===== config.mk =====
export PLATFORM = sky130hd
export DESIGN_NAME = match_result_collector
export DESIGN_NICKNAME = d
export VERILOG_FILES = /design/src/rtl/sad_pkg.sv /design/src/rtl/match_fifo.sv /design/src/rtl/match_result_collector.sv
export SDC_FILE = /design/constraint.sdc
export NUM_CORES = 1
export LEC_CHECK = 0
export ABC_AREA = 1
export CAP_MARGIN = 20
export CORE_MARGIN = 4
export CORE_UTILIZATION = 45
export CTS_CLUSTER_DIAMETER = 40
export CTS_CLUSTER_SIZE = 40
export DETAILED_ROUTE_END_ITERATION = 8
export GPL_TIMING_DRIVEN = 1
export PLACE_DENSITY = 0.71
export SLEW_MARGIN = 20
export SYNTH_ARGS = -nofsm -noshare
export SYNTH_HDL_FRONTEND = slang
export SYNTH_SLANG_ARGS = --single-unit

===== constraint.sdc =====
create_clock -name clock -period 2.9 [get_ports clock]
set_input_delay 0.29 -clock clock [delete_from_list [all_inputs] [get_ports clock]]
set_output_delay 0.29 -clock clock [all_outputs]
set_load 0.1 [all_outputs]

===== src/rtl/sad_pkg.sv =====
// sad_pkg: shared mode encodings and default widths for the match-result path.
package sad_pkg;
  typedef enum logic {MODE_ALL = 1'b0, MODE_FIRST = 1'b1} mode_e;
  localparam int SAD_NUM_PE = 4;
  localparam int SAD_X_W = 10;
  localparam int SAD_Y_W = 9;
  localparam int SAD_DEPTH = 8;
  localparam int SAD_CNT_W = 12;
endpackage


===== src/rtl/match_fifo.sv =====
// match_fifo: synchronous first-word-fall-through FIFO with full/empty flags.
module match_fifo #(
  parameter int DEPTH = 8,
  parameter int W = 19
) (
  input  logic         clock,
  input  logic         reset,
  input  logic         i_clear,
  input  logic         i_push,
  input  logic [W-1:0] i_data,
  input  logic         i_pop,
  output logic [W-1:0] o_data,
  output logic         o_full,
  output logic         o_empty
);
  localparam int A_W = $clog2(DEPTH);
  logic [W-1:0] r_mem [DEPTH];
  logic [A_W-1:0] r_wr, r_rd;
  logic [A_W:0] r_cnt;
  logic w_push, w_pop;
  assign w_pop = i_pop & !o_empty;
  assign w_push = i_push & (!o_full | w_pop);
  assign o_full = r_cnt == (A_W+1)'(DEPTH);
  assign o_empty = r_cnt == '0;
  assign o_data = r_mem[r_rd];
  always_ff @(posedge clock)
    if (w_push) r_mem[r_wr] <= i_data;
  always_ff @(posedge clock) begin
    if (reset | i_clear) begin
      r_wr <= '0;
      r_rd <= '0;
      r_cnt <= '0;
    end else begin
      if (w_push) r_wr <= r_wr + 1'b1;
      if (w_pop) r_rd <= r_rd + 1'b1;
      r_cnt <= r_cnt + (A_W+1)'(w_push) - (A_W+1)'(w_pop);
    end
  end
endmodule


===== src/rtl/match_result_collector.sv =====
// match_result_collector: gathers per-lane match pulses, arbitrates them
// round-robin into a result FIFO, and tracks per-frame count/overflow.
module match_result_collector
  import sad_pkg::*;
#(
  parameter int NUM_PE = SAD_NUM_PE,
  parameter int X_W = SAD_X_W,
  parameter int Y_W = SAD_Y_W,
  parameter int DEPTH = SAD_DEPTH,
  parameter int CNT_W = SAD_CNT_W
) (
  input  logic                  clock,
  input  logic                  reset,
  input  logic                  frame_start,
  input  logic                  mode,
  input  logic [Y_W-1:0]        row_y,
  input  logic [NUM_PE-1:0]     pe_match,
  input  logic [NUM_PE*X_W-1:0] pe_x,
  output logic                  out_valid,
  input  logic                  out_ready,
  output logic [X_W-1:0]        out_x,
  output logic [Y_W-1:0]        out_y,
  output logic [CNT_W-1:0]      match_count,
  output logic                  overflow
);
  localparam int P_W = NUM_PE > 1 ? $clog2(NUM_PE) : 1;
  logic [NUM_PE-1:0] r_pend;
  logic [X_W-1:0] r_px [NUM_PE];
  logic [Y_W-1:0] r_py [NUM_PE];
  logic [P_W-1:0] r_rr;
  mode_e r_mode;
  logic r_lock, r_ovf;
  logic [CNT_W-1:0] r_count;
  logic w_hit, w_push, w_full, w_empty, w_ign;
  logic [P_W-1:0] w_idx;
  logic [NUM_PE-1:0] w_gnt, w_cap, w_drop;
  logic [X_W+Y_W-1:0] w_head;
  always_comb begin
    w_hit = 1'b0;
    w_idx = '0;
    for (int k = NUM_PE - 1; k >= 0; k--)
      if (r_pend[(int'(r_rr) + k) % NUM_PE]) begin
        w_hit = 1'b1;
        w_idx = P_W'((int'(r_rr) + k) % NUM_PE);
      end
  end
  assign w_push = w_hit & !w_full & !r_lock;
  assign w_gnt = w_push ? NUM_PE'(1) << w_idx : '0;
  // First-match mode shuts the door on the cycle the first entry is written.
  assign w_ign = r_lock | (w_push & r_mode == MODE_FIRST);
  assign w_cap = w_ign ? '0 : pe_match & (~r_pend | w_gnt);
  assign w_drop = w_ign ? '0 : pe_match & r_pend & ~w_gnt;
  always_ff @(posedge clock) begin
    if (reset | frame_start) begin
      r_pend <= '0;
      r_rr <= '0;
      r_lock <= 1'b0;
      r_ovf <= 1'b0;
      r_count <= '0;
      r_mode <= mode_e'(mode);
    end else begin
      r_pend <= w_ign ? '0 : (r_pend & ~w_gnt) | w_cap;
      if (w_push) r_rr <= P_W'((int'(w_idx) + 1) % NUM_PE);
      if (w_push & r_mode == MODE_FIRST) r_lock <= 1'b1;
      if (|w_drop) r_ovf <= 1'b1;
      if (w_push & ~&r_count) r_count <= r_count + 1'b1;
    end
  end
  always_ff @(posedge clock)
    for (int i = 0; i < NUM_PE; i++)
      if (w_cap[i]) begin
        r_px[i] <= pe_x[i*X_W +: X_W];
        r_py[i] <= row_y;
      end
  match_fifo #(.DEPTH(DEPTH), .W(X_W + Y_W)) u_fifo (
    .clock   (clock),
    .reset   (reset),
    .i_clear (frame_start),
    .i_push  (w_push),
    .i_data  ({r_px[w_idx], r_py[w_idx]}),
    .i_pop   (out_ready),
    .o_data  (w_head),
    .o_full  (w_full),
    .o_empty (w_empty)
  );
  assign out_valid = !w_empty;
  assign out_x = w_empty ? '1 : w_head[Y_W +: X_W];
  assign out_y = w_empty ? '1 : w_head[Y_W-1:0];
  assign match_count = r_count;
  assign overflow = r_ovf;
endmodule


==> metrics.csv <==
metric,value,unit
Final Util,57.19,%
final worst slack,0.2196,ns
Pwr per Cell Area,1084,nW/um^2
Site Rows,56,
worst vdd ir,0.8573,mV
WP buf/inv,3,
Initial Util,45.93,%
Die X,163.0,um
via density per instance,5.445,
"most used cell, CP",nand2_1,
total grt overflow,0,
WL final,24.39,mm
crit-path max cell delay,0.68,ns
hold_buf cts,0,
Post-DP HPWL,15.26,mm
RSZ-0062 raised after global routing,false,
GR Layer Usage met1,24.62,%
Slew @ Worst Pin,0.8339,ns
met3 Usage GRT,3.078,%
sw power,5.695,mW
initial DRC count,535,
part of the power in registers,34.1,%
CP max FO,24,
Relative slew margins,44.16,%
Hold Path Class,input port to flip-flop,
Final Wtd Congestion,0.8280,
GR Util met2,30.49,%
initial antenna violation count,2,
syn nets,944,
largest net degree at the start of global routing,77,
final max-slew violation count,0,
Crit path required time,3.14,ns
post-synthesis sequential area ratio,69.70,%
vias in the first global route,7139,
Top Usage Layer GRT,met2,
worst path cell trace,"buf_4, nand2_1, nand2_1, nand2_1, nand3_2, nand2_2, nand2_4, nand2_4, inv_2, buf_4, o21ai_1, o211ai_1",
Highest Clock Rate,0.3731,GHz
total die area,26580,um^2
endpoints failing hold,0,
"Reg clk slew, reported paths",0.07,ns
# nets final,1055,
period utilization,92.43,%
"flops & latches, synth",262,
mean post-synth cell area,12.34,um^2
cell family with most CP delay,compound AO/OA/AOI/OAI gates,
Syn Inst Count,876,
wire per inst,18.31,um
Clk pwr share,27.5,%
H-tree levels,1,
Filler cells,1910,
Setup Viol. Count Final,0,
TritonCTS Sinks,262,
area of the multi-input gates,2854,um^2
number of synthesized flops with an enable pin,229,
Comb power frac,38.4,%
Pwr Total,14.59,mW
Unique masters post-synth,39,
first-pass GRT wire length,38.41,mm
die height,163.0,um
drt pass-1 iters,5,
I/O pins,91,
"Slowest-stage cell, CP",o211ai_1,
Detail Route Antenna Nets,0,
WS Path Type,flip-flop to flip-flop,
core box area,23540,um^2
"Cell Area, Synth",10810,um^2
area added between synthesis and finish,24.51,%
Setup TNS,0,ns
GRT Total Usage,18.20,%
"Top FF cell, synth",edfxtp_1,
element type at the critical path end,flip-flop,
Ys Warns,0,
clock tree from TritonCTS,yes,
CP arrival,2.92,ns
Max Cap Violations,0,
Fin Hold WS,0.2870,ns
fraction of registers with async set/reset,0,%
Root Driver,clkbuf_16,
fraction of layout cells with a size suffix above 1,18.30,%
# DRC,0,
Sw Share,39.03,%
via count,7253,
I/O Buffers,90,
startpoint types,flip-flop,
outcome,"complete, no violations",
clk_skew,0.01780,ns
fin crit period,2.680,ns
clk_lat worst skew,0.56,ns
P_leak,4.905,nW
cts bufs inserted,30,
maximum root-to-sink buffer count,3,
Post-Place Setup Slack,0.1407,ns
Seq. cell area,7538,um^2
P_int,8.897,mW
per-stage QoR:
stage                     cells  cell area (um^2)
final                      1332             13460
after floorplan             876             10810
after CTS                  1330             13450
after detailed placement   1273             12330
after global placement     1273             12330
after global routing       1332             13460
metal layers:
metal | share of wire [%] | wire length [um]
met2 | 49 | 11900
met4 | 2.1 | 516
met5 | 0 | 0
met1 | 42 | 10210
met3 | 7.2 | 1763
worst reg2reg max path: cells and delay by family, from the launching register on:
family,cells,cell delay [ns]
AO/OA/AOI/OAI,2,0.78
flip-flops,1,0.54
buffers and inverters,3,0.54
AND/OR/NAND/NOR,7,0.52
area by class of cell:
type,count,area share (%)
Clock inverter,26,2.667
Multi-Input combinational cell,515,21.20
Inverter,50,1.422
Timing Repair Buffer,128,10.15
Tap cell,319,2.964
Antenna cell,2,0.03717
Sequential cell,262,55.99
Clock buffer,30,5.576
registers in the layout, summed over array words and instances (netlist names), 2 cells and up, named ones only:
| name | count |
|---|---|
| u_fifo.r_wr | 3 |
| r_pend | 4 |
| match_count | 12 |
| u_fifo.r_rd | 3 |
| u_fifo.r_cnt | 4 |
| u_fifo.r_mem | 152 |
| r_rr | 2 |
| r_py | 36 |
| r_px | 40 |
worst paths after layout:
path,depth (start not counted),startpoint,slack [ns],end
worst max-delay path,12,r_rr[0],0.22,u_fifo.r_mem[0][0]
worst min-delay path,1,pe_x[14],0.29,r_px[1][4]
worst max register to register,12,r_rr[0],0.22,u_fifo.r_mem[0][0]
worst min register to register,2,overflow,0.46,overflow
Yosys cell counts, types with 2 or more instances:
cell type / instances / area (um^2)
or3b_2: 16 / 140.1
edfxtp_1: 229 / 6877
nand2_2: 5 / 31.28
inv_1: 43 / 161.4
o211ai_1: 10 / 75.07
dfxtp_1: 33 / 660.6
ha_1: 9 / 112.6
o21ai_2: 2 / 17.52
nor2_1: 53 / 198.9
nand2_1: 164 / 615.6
o21ai_1: 15 / 75.07
buf_1: 3 / 11.26
buf_2: 5 / 25.02
nand3_2: 3 / 30.03
buf_4: 2 / 15.01
nand2_4: 2 / 22.52
clkbuf_1: 32 / 120.1
o21bai_1: 2 / 15.01
o21ai_0: 18 / 90.09
buf_6: 7 / 78.83
a21oi_1: 96 / 480.5
inv_2: 6 / 22.52
or3b_1: 3 / 26.28
nor3_1: 2 / 10.01
o211ai_2: 10 / 125.1
a221oi_1: 38 / 332.8
xor2_1: 7 / 61.31
nand3_1: 50 / 250.2
cell families after synthesis:
group,synth area share (%)
simple gates,12.96
xor+xnor,0.6479
fa+ha+maj,1.226
flops,69.70
buf+inv,4.049
compound gates,11.42
placed cells by master, fill, tap and decap left out, types with 3 or more instances in the layout:
master / count
edfxtp_1: 229
nand2_1: 164
a21oi_1: 96
clkdlybuf4s50_1: 57
nand3_1: 50
buf_4: 50
nor2_1: 49
inv_1: 41
a221oi_1: 38
dfxtp_1: 32
clkbuf_16: 30
buf_12: 21
o21ai_0: 18
or3b_2: 16
o21ai_1: 15
o211ai_1: 10
o211ai_2: 10
ha_1: 9
inv_2: 7
xor2_1: 7
clkinv_8: 6
nand2_2: 5
inv_8: 5
clkinv_4: 4
clkinvlp_4: 3
or3b_1: 3
nand3_2: 3
nor2_2: 3
inv_6: 3
inv_12: 3
what timing repair did:
| item | in CTS | in global routing |
|---|---|---|
| setup endpoints to repair | 1 | 19 |
| buffers inserted | 1 | 0 |
| resized for setup | 1 | 1 |
power groups by stage:
stage	logic [mW]	registers [mW]	clock network [mW]
after floorplan	3.64	5.04	0
final	5.61	4.97	4.01
after global routing	5.92	5.00	4.27
after global placement	5.54	5.04	0
after CTS	5.63	4.97	4.08
after detailed placement	5.60	5.05	0
No activity file was read; power rests on OpenSTA's default activity.
